## src/rtl/f3_gpu_pkg.sv

```systemverilog
// Shared definitions for the f3_gpu image-view engine: command codes, FSM states,
// rotation encoding and the wrapping image-index step.
package f3_gpu_pkg;

  localparam logic [2:0] CMD_NOP        = 3'd0;
  localparam logic [2:0] CMD_PREV       = 3'd1;
  localparam logic [2:0] CMD_NEXT       = 3'd2;
  localparam logic [2:0] CMD_ROT_CW     = 3'd3;
  localparam logic [2:0] CMD_NEGATE     = 3'd4;
  localparam logic [2:0] CMD_ROT_CCW    = 3'd5;
  localparam logic [2:0] CMD_MIRROR     = 3'd6;
  localparam logic [2:0] CMD_RESET_VIEW = 3'd7;

  typedef enum logic [1:0] {
    ST_IDLE      = 2'd0,
    ST_ANIM_PREV = 2'd1,
    ST_ANIM_NEXT = 2'd2
  } state_t;

  localparam logic [1:0] ROT_0   = 2'd0;
  localparam logic [1:0] ROT_90  = 2'd1;
  localparam logic [1:0] ROT_180 = 2'd2;
  localparam logic [1:0] ROT_270 = 2'd3;

  // Step an image index by one in either direction, wrapping within [0, count-1].
  function automatic int unsigned img_wrap(input int unsigned idx, input logic dec,
                                           input int unsigned count);
    int unsigned res;
    if (dec) begin
      res = (idx == 32'd0) ? count - 32'd1 : idx - 32'd1;
    end else begin
      res = (idx >= count - 32'd1) ? 32'd0 : idx + 32'd1;
    end
    return res;
  endfunction

endpackage

```

## src/rtl/f3_gpu_axis_map.sv

```systemverilog
// Maps one 10-bit display coordinate onto a clamped image cell index along one axis.
module f3_gpu_axis_map #(
  parameter int unsigned ORIGIN   = 112,
  parameter int unsigned CELL     = 40,
  parameter int unsigned IMG_LOG2 = 4
) (
  input  logic [9:0]          coord,
  output logic [IMG_LOG2-1:0] idx
);

  localparam int unsigned M = (32'd1 << IMG_LOG2) - 32'd1;

  // Thresholds rise monotonically, so the last one reached is the cell; the loop bound clamps to M.
  always_comb begin
    idx = '0;
    for (int unsigned i = 32'd1; i <= M; i++) begin
      idx = ({22'd0, coord} >= ORIGIN + i * CELL) ? IMG_LOG2'(i) : idx;
    end
  end

endmodule

```

## src/rtl/f3_gpu.sv

```systemverilog
// Image-view engine: display coordinate -> ROM cell address with rotate/mirror/negate,
// plus a timed wipe between images on PREV/NEXT, commanded over valid/ready.
module f3_gpu
  import f3_gpu_pkg::*;
#(
  parameter int unsigned IMG_LOG2   = 4,
  parameter int unsigned NUM_IMAGES = 8,
  parameter int unsigned COLOR_W    = 3,
  parameter int unsigned X_ORIGIN   = 112,
  parameter int unsigned Y_ORIGIN   = 7,
  parameter int unsigned CELL_W     = 40,
  parameter int unsigned CELL_H     = 30,
  parameter int unsigned ANIM_DIV   = 16,
  localparam int unsigned IW = (NUM_IMAGES > 32'd1) ? $clog2(NUM_IMAGES) : 32'd1,
  localparam int unsigned AW = 2 * IMG_LOG2
) (
  input  logic               sysclk,
  input  logic               rst,
  input  logic [2:0]         cmd,
  input  logic               cmd_valid,
  output logic               cmd_ready,
  output logic               busy,
  input  logic [19:0]        display_addr,
  input  logic [COLOR_W-1:0] pixel_data,
  output logic [AW-1:0]      pixel_addr,
  output logic [IW-1:0]      image_index,
  output logic [COLOR_W-1:0] display_data
);

  localparam int unsigned         PW         = (ANIM_DIV > 32'd1) ? $clog2(ANIM_DIV) : 32'd1;
  localparam logic [PW-1:0]       PRESC_LAST = PW'(ANIM_DIV - 32'd1);
  localparam logic [PW-1:0]       PRESC_ONE  = PW'(32'd1);
  localparam logic [AW-1:0]       ANIM_MAX   = '1;
  localparam logic [AW-1:0]       ANIM_ONE   = AW'(32'd1);
  localparam logic [IMG_LOG2-1:0] M_IDX      = '1;

  state_t              state_r;
  logic [IW-1:0]       cur_r, old_r, cur_dec_s, cur_inc_s, img_s;
  logic [1:0]          rot_r;
  logic                neg_r, mir_r, accept_s, step_s;
  logic [AW-1:0]       anim_r, addr_s;
  logic [PW-1:0]       presc_r;
  logic [IMG_LOG2-1:0] cx_s, cy_s, cx_r, cy_r, cxm_s, col_s, row_s;

  f3_gpu_axis_map #(.ORIGIN(X_ORIGIN), .CELL(CELL_W), .IMG_LOG2(IMG_LOG2)) u_map_x (
    .coord(display_addr[19:10]),
    .idx  (cx_s)
  );

  f3_gpu_axis_map #(.ORIGIN(Y_ORIGIN), .CELL(CELL_H), .IMG_LOG2(IMG_LOG2)) u_map_y (
    .coord(display_addr[9:0]),
    .idx  (cy_s)
  );

  assign accept_s  = cmd_valid & cmd_ready;
  assign step_s    = (presc_r == PRESC_LAST);
  assign cur_dec_s = IW'(img_wrap(32'(cur_r), 1'b1, NUM_IMAGES));
  assign cur_inc_s = IW'(img_wrap(32'(cur_r), 1'b0, NUM_IMAGES));

  // Command acceptance, view flags and the wipe-transition sequencer.
  always_ff @(posedge sysclk) begin
    if (rst) begin
      state_r   <= ST_IDLE;
      cur_r     <= '0;
      old_r     <= '0;
      rot_r     <= ROT_0;
      neg_r     <= 1'b0;
      mir_r     <= 1'b0;
      anim_r    <= '0;
      presc_r   <= '0;
      cmd_ready <= 1'b0;
      busy      <= 1'b0;
    end else begin
      case (state_r)
        ST_IDLE: begin
          presc_r   <= '0;
          cmd_ready <= 1'b1;
          busy      <= 1'b0;
          if (accept_s) begin
            case (cmd)
              CMD_PREV: begin
                old_r     <= cur_r;
                cur_r     <= cur_dec_s;
                rot_r     <= ROT_0;
                neg_r     <= 1'b0;
                mir_r     <= 1'b0;
                anim_r    <= '0;
                state_r   <= ST_ANIM_PREV;
                cmd_ready <= 1'b0;
                busy      <= 1'b1;
              end
              CMD_NEXT: begin
                old_r     <= cur_r;
                cur_r     <= cur_inc_s;
                rot_r     <= ROT_0;
                neg_r     <= 1'b0;
                mir_r     <= 1'b0;
                anim_r    <= ANIM_MAX;
                state_r   <= ST_ANIM_NEXT;
                cmd_ready <= 1'b0;
                busy      <= 1'b1;
              end
              CMD_ROT_CW:  rot_r <= rot_r + 2'd1;
              CMD_ROT_CCW: rot_r <= rot_r - 2'd1;
              CMD_NEGATE:  neg_r <= ~neg_r;
              CMD_MIRROR:  mir_r <= ~mir_r;
              CMD_RESET_VIEW: begin
                rot_r <= ROT_0;
                neg_r <= 1'b0;
                mir_r <= 1'b0;
              end
              default: rot_r <= rot_r;
            endcase
          end
        end
        ST_ANIM_PREV: begin
          presc_r <= step_s ? '0 : presc_r + PRESC_ONE;
          if (step_s) begin
            if (anim_r == ANIM_MAX) begin
              state_r   <= ST_IDLE;
              anim_r    <= '0;
              cmd_ready <= 1'b1;
              busy      <= 1'b0;
            end else begin
              anim_r <= anim_r + ANIM_ONE;
            end
          end
        end
        ST_ANIM_NEXT: begin
          presc_r <= step_s ? '0 : presc_r + PRESC_ONE;
          if (step_s) begin
            if (anim_r == '0) begin
              state_r   <= ST_IDLE;
              cmd_ready <= 1'b1;
              busy      <= 1'b0;
            end else begin
              anim_r <= anim_r - ANIM_ONE;
            end
          end
        end
        default: state_r <= ST_IDLE;
      endcase
    end
  end

  // Mirror first, then rotate the registered cell into a {col,row} ROM address.
  always_comb begin
    cxm_s = mir_r ? (M_IDX - cx_r) : cx_r;
    col_s = cxm_s;
    row_s = cy_r;
    case (rot_r)
      ROT_0:   begin col_s = cxm_s;        row_s = cy_r;          end
      ROT_90:  begin col_s = cy_r;         row_s = M_IDX - cxm_s; end
      ROT_180: begin col_s = M_IDX - cxm_s; row_s = M_IDX - cy_r; end
      ROT_270: begin col_s = M_IDX - cy_r; row_s = cxm_s;         end
      default: begin col_s = cxm_s;        row_s = cy_r;          end
    endcase
  end

  assign addr_s = {col_s, row_s};

  // The wipe boundary sits at anim: one side shows the outgoing image, the other the new one.
  always_comb begin
    case (state_r)
      ST_ANIM_PREV: img_s = (addr_s >= anim_r) ? old_r : cur_r;
      ST_ANIM_NEXT: img_s = (addr_s < anim_r) ? old_r : cur_r;
      default:      img_s = cur_r;
    endcase
  end

  // Cell registers, then the ROM address/image select stage and the output pixel.
  always_ff @(posedge sysclk) begin
    if (rst) begin
      cx_r         <= '0;
      cy_r         <= '0;
      pixel_addr   <= '0;
      image_index  <= '0;
      display_data <= '0;
    end else begin
      cx_r         <= cx_s;
      cy_r         <= cy_s;
      pixel_addr   <= addr_s;
      image_index  <= img_s;
      display_data <= neg_r ? ~pixel_data : pixel_data;
    end
  end

endmodule
```

## config.mk

```make
export PLATFORM = sky130hd
export DESIGN_NAME = f3_gpu
export DESIGN_NICKNAME = d
export VERILOG_FILES = /design/src/rtl/f3_gpu_pkg.sv /design/src/rtl/f3_gpu_axis_map.sv /design/src/rtl/f3_gpu.sv
export SDC_FILE = /design/constraint.sdc
export NUM_CORES = 1
export LEC_CHECK = 0
export CORE_MARGIN = 2
export CORE_UTILIZATION = 50
export DETAILED_ROUTE_END_ITERATION = 10
export PLACE_DENSITY = 0.76
export SLEW_MARGIN = 15
export SYNTH_ARGS = -nofsm -noshare
export SYNTH_HDL_FRONTEND = slang
export SYNTH_SLANG_ARGS = --single-unit
```

## constraint.sdc

```tcl
create_clock -name sysclk -period 2.8 [get_ports sysclk]
set_clock_uncertainty 0.1 [all_clocks]
set_input_delay 0.56 -clock sysclk [delete_from_list [all_inputs] [get_ports sysclk]]
set_output_delay 0.56 -clock sysclk [all_outputs]
set_load 0.02 [all_outputs]
```

# Word-level counts from Yosys, hierarchy flattened
# Index checks and enable logic that the tools add are counted.
[totals]
regBits = 48
elab_cells = 177
out_inout_bits = 16
[classes]
mux = 73
eq_ne = 21
n_addsub = 10
bitwise = 4
n_reduce_logical = 21
n_lt_le_gt_ge = 33
[ops]
columns = ["operator", "count"]
rows = [
  ["greater-or-equal comparator 10 x 9 -> 1 bit (second input constant)", 13],
  ["2-to-1 mux 4 bit", 30],
  ["greater-or-equal comparator 10 x 8 -> 1 bit (second input constant)", 7],
  ["greater-or-equal comparator 10 bit (second input constant)", 6],
  ["2-to-1 mux 8 bit", 5],
  ["one-hot mux 4 bit (4 select lines)", 2],
  ["greater-or-equal comparator 10 x 7 -> 1 bit (second input constant)", 3],
  ["one-hot mux 8 bit (3 select lines)", 1],
  ["one-hot mux 8 bit (2 select lines)", 1],
  ["2-to-1 mux 3 bit", 5],
  ["AND reduction 3 bit", 5],
  ["2-to-1 mux 1 bit", 14],
  ["== test 3 bit (second input constant)", 4],
  ["!= test 2 bit (second input constant)", 6],
  ["one-hot mux 2 bit (3 select lines)", 2],
  ["one-hot mux 3 bit (2 select lines)", 2],
  ["AND reduction 6 bit", 2],
  ["subtractor 4 bit (first input constant)", 3],
  ["greater-or-equal comparator 10 x 6 -> 1 bit (second input constant)", 1],
  ["2-to-1 mux 2 bit", 5],
  ["adder 8 x 1 -> 8 bit (second input constant)", 1],
  ["== test 8 bit (second input constant)", 1],
  ["greater-or-equal comparator 8 bit", 1],
  ["logical NOT 8 bit", 1],
  ["other kinds (28)", 41],
]

# Logic depth before layout (Yosys ltp)
[depth]
ltp_word = 16
depth_mapped = 12
ltp_nobuf = 12

# Cells and area by module
# Synthesis repeated with hierarchy kept, for this count alone.
[hier_totals]
cells_unflattened = 474
area_unflattened_um2 = 3782.4
[modules_own_cells]
columns = ["mod", "n_inst", "cells_each", "area_each_um2", "seq_area_each_um2"]
rows = [
  ["f3_gpu", 1, 355, 3006.6, 960.9],
  ["f3_gpu_axis_map at u_map_y", 1, 68, 419.2, 0.0],
  ["f3_gpu_axis_map at u_map_x", 1, 51, 356.6, 0.0],
]

# Worst setup path after synthesis
# No wires, ideal clock.
[synth_timing]
path_kind = "reg-to-reg"
start = "reg mir_r"
end = "reg image_index[0]"
arrival_ns = 2.689
stages_incl_launch_ff = 13
path_buffers = 1
required_time_ns = 2.609
setup_slack_ns = -0.080
cell_sequence = "dfxtp_1 clkbuf_1 xnor2_1 mux2i_1 o21ai_0 mux2_2 ha_1 nor2b_1 o211ai_1 a21oi_1 nor2_1 mux2_2 a311oi_1"
[synth_via]
elab_chain_cells = 6
word_cells_on_any_way = 9
[synth_rtl]
columns = ["item", "line", "rtl"]
rows = [
  ["start: declaration", "f3_gpu.sv:40", "logic neg_r, mir_r, accept_s, step_s;"],
  ["start signal: assignment", "f3_gpu.sv:106", "CMD_MIRROR: mir_r <= ~mir_r;"],
  ["2-to-1 mux 4 bit (*)", "f3_gpu.sv:148", "cxm_s = mir_r ? (M_IDX - cx_r) : cx_r;"],
  ["subtractor 4 bit", "f3_gpu.sv:153", "ROT_90: begin col_s = cy_r; row_s = M_IDX - cxm_s; end"],
  ["one-hot mux 4 bit (4 select lines) (*)", "f3_gpu.sv:151", "case (rot_r)"],
  ["via row_s[1]", "f3_gpu.sv:43", "logic [IMG_LOG2-1:0] cx_s, cy_s, cx_r, cy_r, cxm_s, col_s, row_s;"],
  ["less-than comparator 8 bit / greater-or-equal comparator 8 bit (equally long branches)", "f3_gpu.sv:166, f3_gpu.sv:165", ""],
  ["2-to-1 mux 3 bit (on tied branches)", "f3_gpu.sv:166, f3_gpu.sv:165", ""],
  ["one-hot mux 3 bit (2 select lines) (*)", "f3_gpu.sv:164", "case (state_r)"],
  ["end signal: assignment", "f3_gpu.sv:183", "image_index <= img_s;"],
  ["end: declaration", "f3_gpu.sv:26", "output logic [IW-1:0] image_index,"],
]
# The timed path passes the listed nets; every way through them passes the cells marked *.
# A chain may end at the register's enable or synchronous reset.

# Worst setup path after layout
[layout_timing]
start = "reg rot_r[1]"
end = "reg image_index[1]"
[layout_via]
elab_chain_cells = 5
word_cells_on_any_way = 11
[layout_rtl]
columns = ["item", "line", "rtl"]
rows = [
  ["start: declaration", "f3_gpu.sv:39", "logic [1:0] rot_r;"],
  ["start signal: assignment", "f3_gpu.sv:103", "CMD_ROT_CW: rot_r <= rot_r + 2'd1;"],
  ["start signal: assignment", "f3_gpu.sv:104", "CMD_ROT_CCW: rot_r <= rot_r - 2'd1;"],
  ["start signal: assignment", "f3_gpu.sv:112", "default: rot_r <= rot_r;"],
  ["== test 2 bit, or another cell as far along", "f3_gpu.sv:151", ""],
  ["one-hot mux 4 bit (4 select lines) (*)", "f3_gpu.sv:151", ""],
  ["via col_s[1]", "f3_gpu.sv:43", ""],
  ["less-than comparator 8 bit / greater-or-equal comparator 8 bit (equally long branches)", "f3_gpu.sv:166, f3_gpu.sv:165", ""],
  ["2-to-1 mux 3 bit (on tied branches)", "f3_gpu.sv:166, f3_gpu.sv:165", ""],
  ["one-hot mux 3 bit (2 select lines) (*)", "f3_gpu.sv:164", ""],
]
# Marks and branches as above.

==> run summary <==
The library cell used most frequently in the layout, excluding fill and tap cells, is nand2_1. The fraction of the yosys area taken by sequential cells is 26.5%. The reported leakage power is 0.00171 uW.

The top-level I/O count is 45. The area fraction in and, or, nand and nor cells after synthesis is 24.1%. The slack of the critical path is -0.0522 ns. The source of the worst register-to-register timing path is rot_r[1]$_SDFFE_PP0P_. The worst setup path endpoint is image_index[1]$_SDFF_PP0_.

After detailed routing, the number of remaining DRC violations is 0. The maximum number of pins on one net before global-route repair came out at 29. The proportion of synthesized area in mux cells came out at 4.76%. The critical path in this run is classified as reg2reg. The mapped cell area came out at 3630 sq um. The effective utilization at floorplan is 50.9%. After detailed placement, the design holds a cell count of 619.

The overall fraction of global-route tracks in use came out at 22.7%. In this design, the stage delay of the slowest critical-path cell is 0.38 ns. The floorplan has 31 rows.

The average cell area after synthesis is 7.61 sq um. The maximum operating frequency came out at 0.351 GHz. The per-cell routed wire length came out at 14.1 um. The number of warnings issued by yosys is 0.

The type of element launching the critical path is a register. Along the worst path, the maximum fanout reaches 8. The arrival time reported for the critical path endpoint is 2.97 ns. The floorplan step defined a core boundary enclosing 7140 sq um. Cells fill 64.0% of the core in the end. After Yosys synthesis, XOR and XNOR cells account for 2.65% of the synthesized area. Registers are responsible for 32.9% of the overall power. The total number of vias came out at 3704. The clock reaches the later pin of the worst-skew pair after 0.31 ns. The via count of the first global-routing pass was 3370.

The remaining antenna violation count came out at 0. The total count of max-transition violations in the final report came out at 0. Summing the areas of all compound-gate instances in the mapped netlist gives 26.3% of the synthesized area.

The number of buffers added on ports came out at 41. STA classifies the critical path endpoint as a register. For this block, the initial DRC count from the detailed router was 158. The count of cell types in the netlist is 64. For this run, asynchronously set or reset flops after synthesis account for 0%. The number of standard cells after synthesis came out at 477. From bottom edge to top edge, the die measures 89.2 um. The analysis attributes to net switching a power of 1090 uW. The number of buffers between clock root and the deepest sink came out at 2. The share of the clock period used by the worst path after layout is 102%. The slew at the pin closest to its max-slew limit is 0.448 ns. TritonCTS built the clock tree. The area added between synthesis and finish is 25.8%. In this run switching power makes up 41.3% of total power. The post-synth net total came out at 529. The adder-cell share of the synthesized area is 8.20%. The final period demand of the worst path is 2.85 ns. The final global-route overflow total is 0.

The hold violation count in the final report came to 0. The combinational fraction of design power is 51.5%. The run finished, with violations left. The number of H-tree branching levels came out at 2. The part of the power in the clock network came out at 15.5%. The headroom to the max-slew limit came out at 70.0%. The largest voltage drop on the vdd net came out at 0.000260 V. The post-detailed-routing wire length came out at 8910 um.

The largest individual stage delay along the critical path comes from the cell dfxtp_4. By instance count, the cell type seen most on the critical path is a21oi_1. The share of cells above drive strength 1 came out at 18.4%. The post-layout instance count excluding filler cells came out at 632. The post-synthesis register bit count is 48. The worst register-to-register path ends at image_index[1]$_SDFF_PP0_. Leaving out fill and tap cells, the most frequent cells in the layout are nand2_1, dfxtp_1, a21oi_1, clkdlybuf4s50_1, buf_4. The count of cells along the worst register-to-register path is 12.

Routability-driven placement finished with a final weighted congestion of 0.895. The final number of setup-violating endpoints came out at 3. The number of iterations in the first detailed-routing pass is 4. The number of antenna violations at the first check in global routing came to 0.

The combinational family with the most area after synthesis is compound AO/OA/AOI/OAI gates. The worst hold margin is 0.360 ns. Setup repair after global routing could not meet its margin everywhere. The total clock buffers created by CTS is 5. Among all flip-flop cells after synthesis, the most frequent one is dfxtp_1. The die covers 7960 sq um.

The first global-routing pass estimated 14600 um of wire. The final net count is 585. The checks that failed: negative setup slack. Using the TritonRoute via totals, the vias-per-cell ratio works out to 5.86.

Before CTS, the worst setup slack after placement is -0.231 ns. Data on the critical path is required at its endpoint by 2.92 ns. The floorplan step set the die width to 89.2 um. After clock tree synthesis, the clock-pin slew on the worst setup and hold paths is 0.09 ns.

The count of flip-flops with a built-in enable after synthesis is 0. Detailed placement ended at an HPWL of 6420 um. The design internal power came out at 1550 uW. The critical path goes through inv_2 -> ha_4 -> mux2_2 -> a211oi_2 -> a21oi_1 -> ha_1 -> a21oi_1 -> o21ai_1 -> nor2_1 -> buf_4 -> mux2_4 -> a311oi_2.

The reg2reg setup slack is -0.05 ns. 0 antenna diodes ended up in the layout. The power density relative to cell area came out at 579 nW/um^2. The path class of the tightest hold or removal check is reg2reg. Clock tree synthesis selected as its root buffer the cell clkbuf_8. The clock net in this run drives a total of 48 sinks. The total power came out at 2640 uW. The beginning of the critical path is rot_r[1]$_SDFFE_PP0P_. The tool flagged a number of max-cap violations equal to 0.
synthesized netlist by cell type, types with 5 or more instances:
master	count	area (sq um)
ha_1	23	288
o21ai_0	31	155
nor2b_1	14	87.6
inv_1	20	75.1
a21oi_1	43	215
nor3_1	13	65.1
a311oi_1	8	70.1
nand4_1	7	43.8
nor2_1	39	146
nor4_1	6	37.5
nand2_1	50	188
clkbuf_1	24	90.1
xnor2_1	11	96.3
a31oi_1	12	75.1
and3_1	5	31.3
nand3_1	15	75.1
o211ai_1	5	37.5
mux2i_1	6	60.1
dfxtp_1	48	961
mux2_2	10	113
a211oi_1	9	67.6
repair_timing:
action                                  in CTS  in global routing
buffers inserted                             4                  2
resized for setup                           27                 15
hold buffers                                 0                  0
endpoints found under the setup margin       3                  3
pin swaps                                    7                 10
stage by stage:
stage | cell area (sq um) | setup TNS (ns)
after floorplan | 3640 | 0
after global placement | 4250 | -0.263
after detailed placement | 4250 | -0.581
after CTS | 4480 | -0.0627
after global routing | 4570 | -0.489
final | 4570 | -0.0990
state kept, by name (all words and copies together), names as in the netlist:
signal and cells:
anim_r 8, busy 1, cmd_ready 1, cur_r 3
cx_r 4, cy_r 4, display_data 3, image_index 3
mir_r 1, neg_r 1, old_r 3, pixel_addr 8
presc_r 4, rot_r 2, state_r 2
power by group through the flow:
| stage | registers, uW | logic, uW | clock network, uW |
|---|---|---|---|
| after CTS | 865 | 1320 | 413 |
| after global placement | 875 | 1230 | 0 |
| after detailed placement | 879 | 1260 | 0 |
| after floorplan | 893 | 856 | 0 |
| final | 870 | 1360 | 411 |
| after global routing | 885 | 1500 | 444 |
area by class of cell:
cell class | instances | area [sq um]
Multi-Input combinational cell | 373 | 2570
Fill cell | 622 | 2570
Sequential cell | 48 | 973
Timing Repair Buffer | 83 | 729
Tap cell | 99 | 124
Inverter | 22 | 82.6
Clock buffer | 5 | 68.8
Clock inverter | 2 | 12.5
worst min path at each step:
stage / start / endpoint / cells after the start
2_1_floorplan: old_r[0]$_SDFFE_PP0P_ / old_r[0]$_SDFFE_PP0P_ / 2
3_3_place_gp: busy$_SDFFE_PP0P_ / busy$_SDFFE_PP0P_ / 2
3_5_place_dp: busy$_SDFFE_PP0P_ / busy$_SDFFE_PP0P_ / 2
4_1_cts: busy$_SDFFE_PP0P_ / busy$_SDFFE_PP0P_ / 2
5_1_grt: busy$_SDFFE_PP0P_ / busy$_SDFFE_PP0P_ / 2
6_report: busy$_SDFFE_PP0P_ / busy$_SDFFE_PP0P_ / 2
layer usage:
| layer | vias up | GRT usage, % | wire, um |
|---|---|---|---|
| met4 | 0 | 10.3 | 254 |
| met1 | 1728 | 27.1 | 3740 |
| met5 | - | 0 | 0 |
| li1 | 1860 | - | - |
| met3 | 23 | 3.32 | 309 |
| met2 | 93 | 39.9 | 4610 |
logic make-up (layout without fill, tap and decap cells):
family / after synthesis / count (layout)
AO/OA/AOI/OAI: 147 / 147
XOR/XNOR: 11 / 11
adder cells (fa/ha/maj): 24 / 24
buffers and inverters: 56 / 112
flip-flops: 48 / 48
multiplexers: 16 / 16
AND/OR/NAND/NOR: 175 / 175
critical path, delay by kind of cell, from the launching register on:
kind	cells	cell delay (ns)
buffers and inverters	2	0.21
multiplexers	2	0.59
adder cells (fa/ha/maj)	2	0.48
AO/OA/AOI/OAI	5	0.86
flip-flops	1	0.38
AND/OR/NAND/NOR	1	0.14
Power figures use the tool's default switching activity.
